**config.mk**
```make
export PLATFORM = sky130hd
export DESIGN_NAME = ps2_kbd_ctrl
export DESIGN_NICKNAME = d
export VERILOG_FILES = /design/src/rtl/ps2_kbd_ctrl.sv
export SDC_FILE = /design/constraint.sdc
export NUM_CORES = 1
export LEC_CHECK = 0
export ABC_AREA = 0
export BUFFER_PORTS_ARGS = -buffer_cell sky130_fd_sc_hd__buf_4
export CAP_MARGIN = 40
export CELL_PAD_IN_SITES_DETAIL_PLACEMENT = 0
export CELL_PAD_IN_SITES_GLOBAL_PLACEMENT = 1
export CORE_MARGIN = 2
export CORE_UTILIZATION = 35
export DETAILED_ROUTE_END_ITERATION = 8
export HOLD_SLACK_MARGIN = 0.08
export PLACE_DENSITY_LB_ADDON = 0.1
export SETUP_SLACK_MARGIN = 0.05
export SLEW_MARGIN = 25
export SYNTH_ARGS = -nofsm -noshare
export SYNTH_HDL_FRONTEND = slang
export SYNTH_SLANG_ARGS = --single-unit
```
**constraint.sdc**
```tcl
create_clock -name clk6x -period 4 [get_ports clk6x]
set_clock_uncertainty 0.1 [all_clocks]
set_input_delay 0.6 -clock clk6x [delete_from_list [all_inputs] [get_ports clk6x]]
set_output_delay 0.6 -clock clk6x [all_outputs]
set_load 0.1 [all_outputs]
```
**src/rtl/ps2_kbd_ctrl.sv**
```systemverilog
// PS/2 keyboard controller: RX scan-code FIFO plus host-to-device command sequencer.
// Optional resend-on-failure behaviour is enabled by defining PS2K_CMD_RETRY_EN.
module ps2_kbd_ctrl #(
  parameter int FIFO_AW         = 4,
  parameter int RESP_TIMEOUT_US = 20000,
  parameter int MAX_RETRY       = 3
) (
  input  logic               clk6x,
  input  logic               resetn,
  input  logic               ck1us,
  output logic [7:0]         kbd_head_o,
  input  logic               kbd_deq_i,
  output logic [FIFO_AW:0]   kbd_count_o,
  output logic               kbd_ovf_o,
  input  logic [7:0]         cmd_i,
  input  logic               cmd_v_i,
  output logic               cmd_busy_o,
  output logic [7:0]         status_o,
  output logic [7:0]         ps2_cmd_o,
  output logic               ps2_cmd_v_o,
  input  logic               ps2_busy_i,
  input  logic               ps2_tx_acked_i,
  input  logic               ps2_tx_errd_i,
  input  logic [7:0]         ps2_code_i,
  input  logic               ps2_code_v_i
);

  localparam int DEPTH = 1 << FIFO_AW;
  localparam int TW    = $clog2(RESP_TIMEOUT_US + 1);
  localparam logic [TW-1:0]    TMO    = TW'(RESP_TIMEOUT_US);
  localparam logic [FIFO_AW:0] FULL_N = (FIFO_AW+1)'(DEPTH);

  typedef enum logic [1:0] {IDLE, SEND, WAIT_TX, WAIT_RESP} state_t;

  state_t              state;
  logic [7:0]          mem [DEPTH];
  logic [FIFO_AW-1:0]  wr_ptr, rd_ptr;
  logic [FIFO_AW:0]    count;
  logic                push_req, push, pop, full;
  logic [7:0]          cmd_q;
  logic [TW-1:0]       timer;
  logic                timed_out, can_retry;

`ifdef PS2K_CMD_RETRY_EN
  localparam int RW = (MAX_RETRY < 1) ? 1 : $clog2(MAX_RETRY + 1);
  localparam logic [RW-1:0] MAXR = RW'(MAX_RETRY);
  logic [RW-1:0] attempt;
`endif

  // The response byte is owned by the command sequencer while waiting for it.
  always_comb begin
    push_req  = ps2_code_v_i && (state != WAIT_RESP);
    pop       = kbd_deq_i && (count != '0);
    full      = (count == FULL_N);
    push      = push_req && (!full || pop);
    timed_out = (timer == TMO);
`ifdef PS2K_CMD_RETRY_EN
    can_retry = (attempt < MAXR);
`else
    can_retry = 1'b0;
`endif
    kbd_head_o = (count == '0) ? 8'h00 : mem[rd_ptr];
  end

  assign kbd_count_o = count;

  always_ff @(posedge clk6x) begin
    if (push) mem[wr_ptr] <= ps2_code_i;
  end

  always_ff @(posedge clk6x) begin
    if (!resetn) begin
      wr_ptr    <= '0;
      rd_ptr    <= '0;
      count     <= '0;
      kbd_ovf_o <= 1'b0;
    end else begin
      if (push) wr_ptr <= wr_ptr + 1'b1;
      if (pop)  rd_ptr <= rd_ptr + 1'b1;
      case ({push, pop})
        2'b10:   count <= count + 1'b1;
        2'b01:   count <= count - 1'b1;
        default: count <= count;
      endcase
      if (push_req && full && !pop)
        kbd_ovf_o <= 1'b1;
      else if (pop && !push && count == (FIFO_AW+1)'(1))
        kbd_ovf_o <= 1'b0;
    end
  end

  // An idle port at request time lets IDLE issue the first send directly.
  always_ff @(posedge clk6x) begin
    if (!resetn) begin
      state       <= IDLE;
      cmd_q       <= '0;
      status_o    <= '0;
      ps2_cmd_o   <= '0;
      ps2_cmd_v_o <= 1'b0;
      cmd_busy_o  <= 1'b0;
      timer       <= '0;
`ifdef PS2K_CMD_RETRY_EN
      attempt     <= '0;
`endif
    end else begin
      ps2_cmd_v_o <= 1'b0;
      if ((state == WAIT_TX || state == WAIT_RESP) && ck1us && !timed_out)
        timer <= timer + 1'b1;
      case (state)
        IDLE: begin
          if (cmd_v_i) begin
            cmd_q      <= cmd_i;
            status_o   <= 8'h00;
            cmd_busy_o <= 1'b1;
`ifdef PS2K_CMD_RETRY_EN
            attempt    <= '0;
`endif
            if (!ps2_busy_i) begin
              ps2_cmd_o   <= cmd_i;
              ps2_cmd_v_o <= 1'b1;
              timer       <= '0;
              state       <= WAIT_TX;
            end else begin
              state <= SEND;
            end
          end
        end
        SEND: begin
          if (!ps2_busy_i) begin
            ps2_cmd_o   <= cmd_q;
            ps2_cmd_v_o <= 1'b1;
            timer       <= '0;
            state       <= WAIT_TX;
          end
        end
        WAIT_TX: begin
          if (ps2_tx_acked_i) begin
            timer <= '0;
            state <= WAIT_RESP;
          end else if (ps2_tx_errd_i && can_retry) begin
`ifdef PS2K_CMD_RETRY_EN
            attempt <= attempt + 1'b1;
`endif
            state <= SEND;
          end else if (ps2_tx_errd_i || timed_out) begin
            status_o   <= 8'hFF;
            cmd_busy_o <= 1'b0;
            state      <= IDLE;
          end
        end
        WAIT_RESP: begin
          if (ps2_code_v_i) begin
            if (ps2_code_i == 8'hFE && can_retry) begin
`ifdef PS2K_CMD_RETRY_EN
              attempt <= attempt + 1'b1;
`endif
              state <= SEND;
            end else begin
              status_o   <= ps2_code_i;
              cmd_busy_o <= 1'b0;
              state      <= IDLE;
            end
          end else if (timed_out) begin
            status_o   <= 8'hFD;
            cmd_busy_o <= 1'b0;
            state      <= IDLE;
          end
        end
        default: state <= IDLE;
      endcase
    end
  end

endmodule

```
==> impl_metrics.py <==
metrics = {
    "final_layout": {
        "register_area_um2": 5070,
        "finish.instance_area_um2": 9240,
        "fill_cells": 1977,
        "drive_gt1_share_pct": 24.5,
        "diodes": 0,
        "stdcell_count": 905,
        "multi_input_area_um2": 2650,
        "nets": 648,
        "area_growth_pct": 17.3,
        "final_cell_mix": "128 x edfxtp_1, 69 x buf_4, 60 x dfxtp_1",
        "mostFrequentLayoutCell": "edfxtp_1",
    },
    "critical_path": {
        "crit_slowest_cell": "dfxtp_2",
        "crit_arrival_ps": 2490,
        "path_max_fanout": 10,
        "cp_cell_sequence": "buf_4 > mux4_2 > mux2i_1 > o22ai_1 > buf_4",
        "cpLargestDelayFamily": "multiplexers",
        "startpoint_type": "flop",
        "cp.depth": 5,
        "r2r-end": "mem[15][6]",
        "slowest_delay_ps": 560,
        "critPathBufInv": 2,
        "rr_worst_depth": 3,
        "endpoint_kind": "primary output",
        "required_ps": 3300,
        "cp-endpoint": "kbd_head_o[0]",
        "r2r_start": "state[1]",
        "reg2reg_slack_ps": 1470,
        "cpMostUsedCell": "buf_4",
        "path_class": "reg2out",
    },
    "place": {
        "post-place-ws_ps": 1170,
        "placed_cell_area_um2": 8630,
        "dp_cells": 869,
        "dp_hpwl_um": 11900,
        "io_buffers": 56,
        "gp_congestion": 0.727,
    },
    "logic_synthesis": {
        "syn_nets": 582,
        "synthAdderAreaFrac_pct": 1.75,
        "yosys.area_share.xor_xnor_pct": 1.22,
        "syn_inst": 546,
        "ys_top_cells_by_area": "edfxtp_1 49%, dfxtp_1 15%, mux4_2 9.1%",
        "netlist_area_um2": 7880,
        "async_flop_share_pct": 0,
        "synth-seq-cells": 189,
        "synth_top_family_by_area": "multiplexers",
        "synth_top_area_share_pct": 48.8,
        "synthMuxAreaShare_pct": 15.0,
        "synth_top_area_cell": "edfxtp_1",
        "synth-main-ff-cell": "edfxtp_1",
        "synth_compound_area_share_pct": 6.48,
        "ys_types": 57,
        "syn_area_per_cell_um2": 14.4,
        "synth_edf_count": 128,
        "yosysWarnings": 0,
        "synth-seq-area-share_pct": 64.3,
        "synth-simple-area-share_pct": 9.13,
    },
    "routing": {
        "firstDrtPassIters": 4,
        "vias_per_cell": 5.11,
        "wl_per_cell_um": 19.3,
        "vias": 4622,
        "drt-total-wl_um": 17500,
        "drt_iter0_drc": 197,
        "route.antenna.remaining_nets": 0,
        "drc": 0,
    },
    "floorplan": {
        "die_x_um": 154,
        "coreArea_um2": 22000,
        "dieArea_um2": 23700,
        "fp.dieH_um": 154,
        "ios": 57,
        "start_util_pct": 35.9,
        "rows": 54,
    },
    "sta": {
        "tightest_slew_ps": 805,
        "max_freq_mhz": 313,
        "slew_viol_final": 0,
        "setup_viol": 0,
        "timing.final.ws_setup_ps": 809,
        "hold_ws_ps": 324,
        "hold_viol_final": 0,
        "min_period_ps": 3190,
        "min_period_over_period_pct": 79.8,
        "rsz0062_at_grt": "no",
        "relSlewSlack_pct": 46.1,
    },
    "min_path": {
        "hp-class": "in2reg",
    },
    "global_routing": {
        "grt_max_degree": 33,
        "grt_usage_pct": 15.4,
        "antenna_found_initial": 0,
        "grt_pass1_vias": 4764,
        "grt_pass1_wl_um": 27300,
        "grt_overflow": 0,
    },
    "clock_tree": {
        "hold_buffers": 0,
        "cts.path.max_buffers": 2,
        "post-cts-setup-buffers": 0,
        "cts_buffers": 17,
        "root_buffer": "clkbuf_16",
        "clock-sinks": 189,
        "cts_tree": "done",
        "worstSkewPairLatency_ps": 430,
        "h-tree-depth": 4,
        "clkTransAtPathRegs_ps": 70,
        "cts_resized": 0,
    },
    "pwr": {
        "total_power_w": 0.00575,
        "vdd_drop_max_v": 0.000277,
        "leakage_nw": 3.17,
        "powerDensity_nw_per_um2": 622,
    },
    "job": {
        "drv_cap": 0,
    },
    "run_status": {
        "outcome": "finished, final reports clean",
    },
}
how the worst min path moves through the flow:
stage	start	endpoint	slack (ps)	depth (start not counted)
finish	cmd_i[3]	cmd_q[3]	320	3
global route	cmd_i[3]	cmd_q[3]	310	3
CTS	cmd_i[7]	cmd_q[7]	310	3
detailed placement	status_o[4]	status_o[4]	360	2
global placement	status_o[4]	status_o[4]	360	2
floorplan	timer[14]	timer[14]	350	2
sequential cells by signal, summed over array words and instances (netlist names), named ones only:
name         count
ps2_cmd_v_o      1
rd_ptr           4
mem            128
kbd_count_o      5
status_o         8
wr_ptr           4
kbd_ovf_o        1
cmd_q            8
timer           15
state            2
ps2_cmd_o        8
cmd_busy_o       1
cell usage after synthesis, types with 8 or more instances:
cell / n
nand3_1: 12
mux2i_1: 44
nor3_1: 8
o211ai_1: 10
ha_1: 11
inv_1: 11
edfxtp_1: 128
a211oi_1: 9
mux4_2: 32
nor2_1: 44
dfxtp_1: 61
nand2_1: 39
o21ai_0: 13
a21oi_1: 17
clkbuf_1: 10
buf_2: 9
o22ai_1: 10
through the flow:
step | utilization [%] | setup TNS (ps)
4_1_cts | 41.9 | 0
2_1_floorplan | - | -1360
6_report | 42.1 | 0
3_3_place_gp | 39.2 | 0
3_5_place_dp | 39.3 | 0
5_1_grt | 42.1 | 0
cell type report:
cell class / count / share of cell area [%]
sequential: 189 / 54.8
tap: 280 / 3.79
timing repair buffer: 72 / 6.07
inverter: 12 / 0.487
clock buffer: 18 / 4.64
multi-input combinational: 320 / 28.6
clock inverter: 14 / 1.54
power breakdown:
| part | total, W | internal, W | leakage [nW] | switching (W) |
|---|---|---|---|---|
| clock network | 0.00166 | 0.000884 | 0.284 | 0.000772 |
| registers | 0.00229 | 0.00218 | 1.65 | 0.000113 |
| logic | 0.00180 | 0.000572 | 1.23 | 0.00123 |
| total | 0.00575 | 0.00364 | 3.17 | 0.00211 |
per-layer routing:
metal  global-route usage (%)  wire (um)
met5                        0          0
met2                     25.6       8580
met3                     3.61        736
met4                     4.72        206
met1                     19.9       7970
cell families after synthesis:
kind of cell	after synthesis
multiplexers	78
buffers and inverters	37
XOR/XNOR	11
AND/OR/NAND/NOR	145
AO/OA/AOI/OAI	75
flip-flops	189
adder cells (fa/ha/maj)	11
tightest hold or removal path: cells and delay by family:
kind	cells	cell delay (ps)
muxes	1	60
and+or+nand+nor	1	80
buffers and inverters	1	80
No activity file was read; power rests on OpenSTA's default activity.
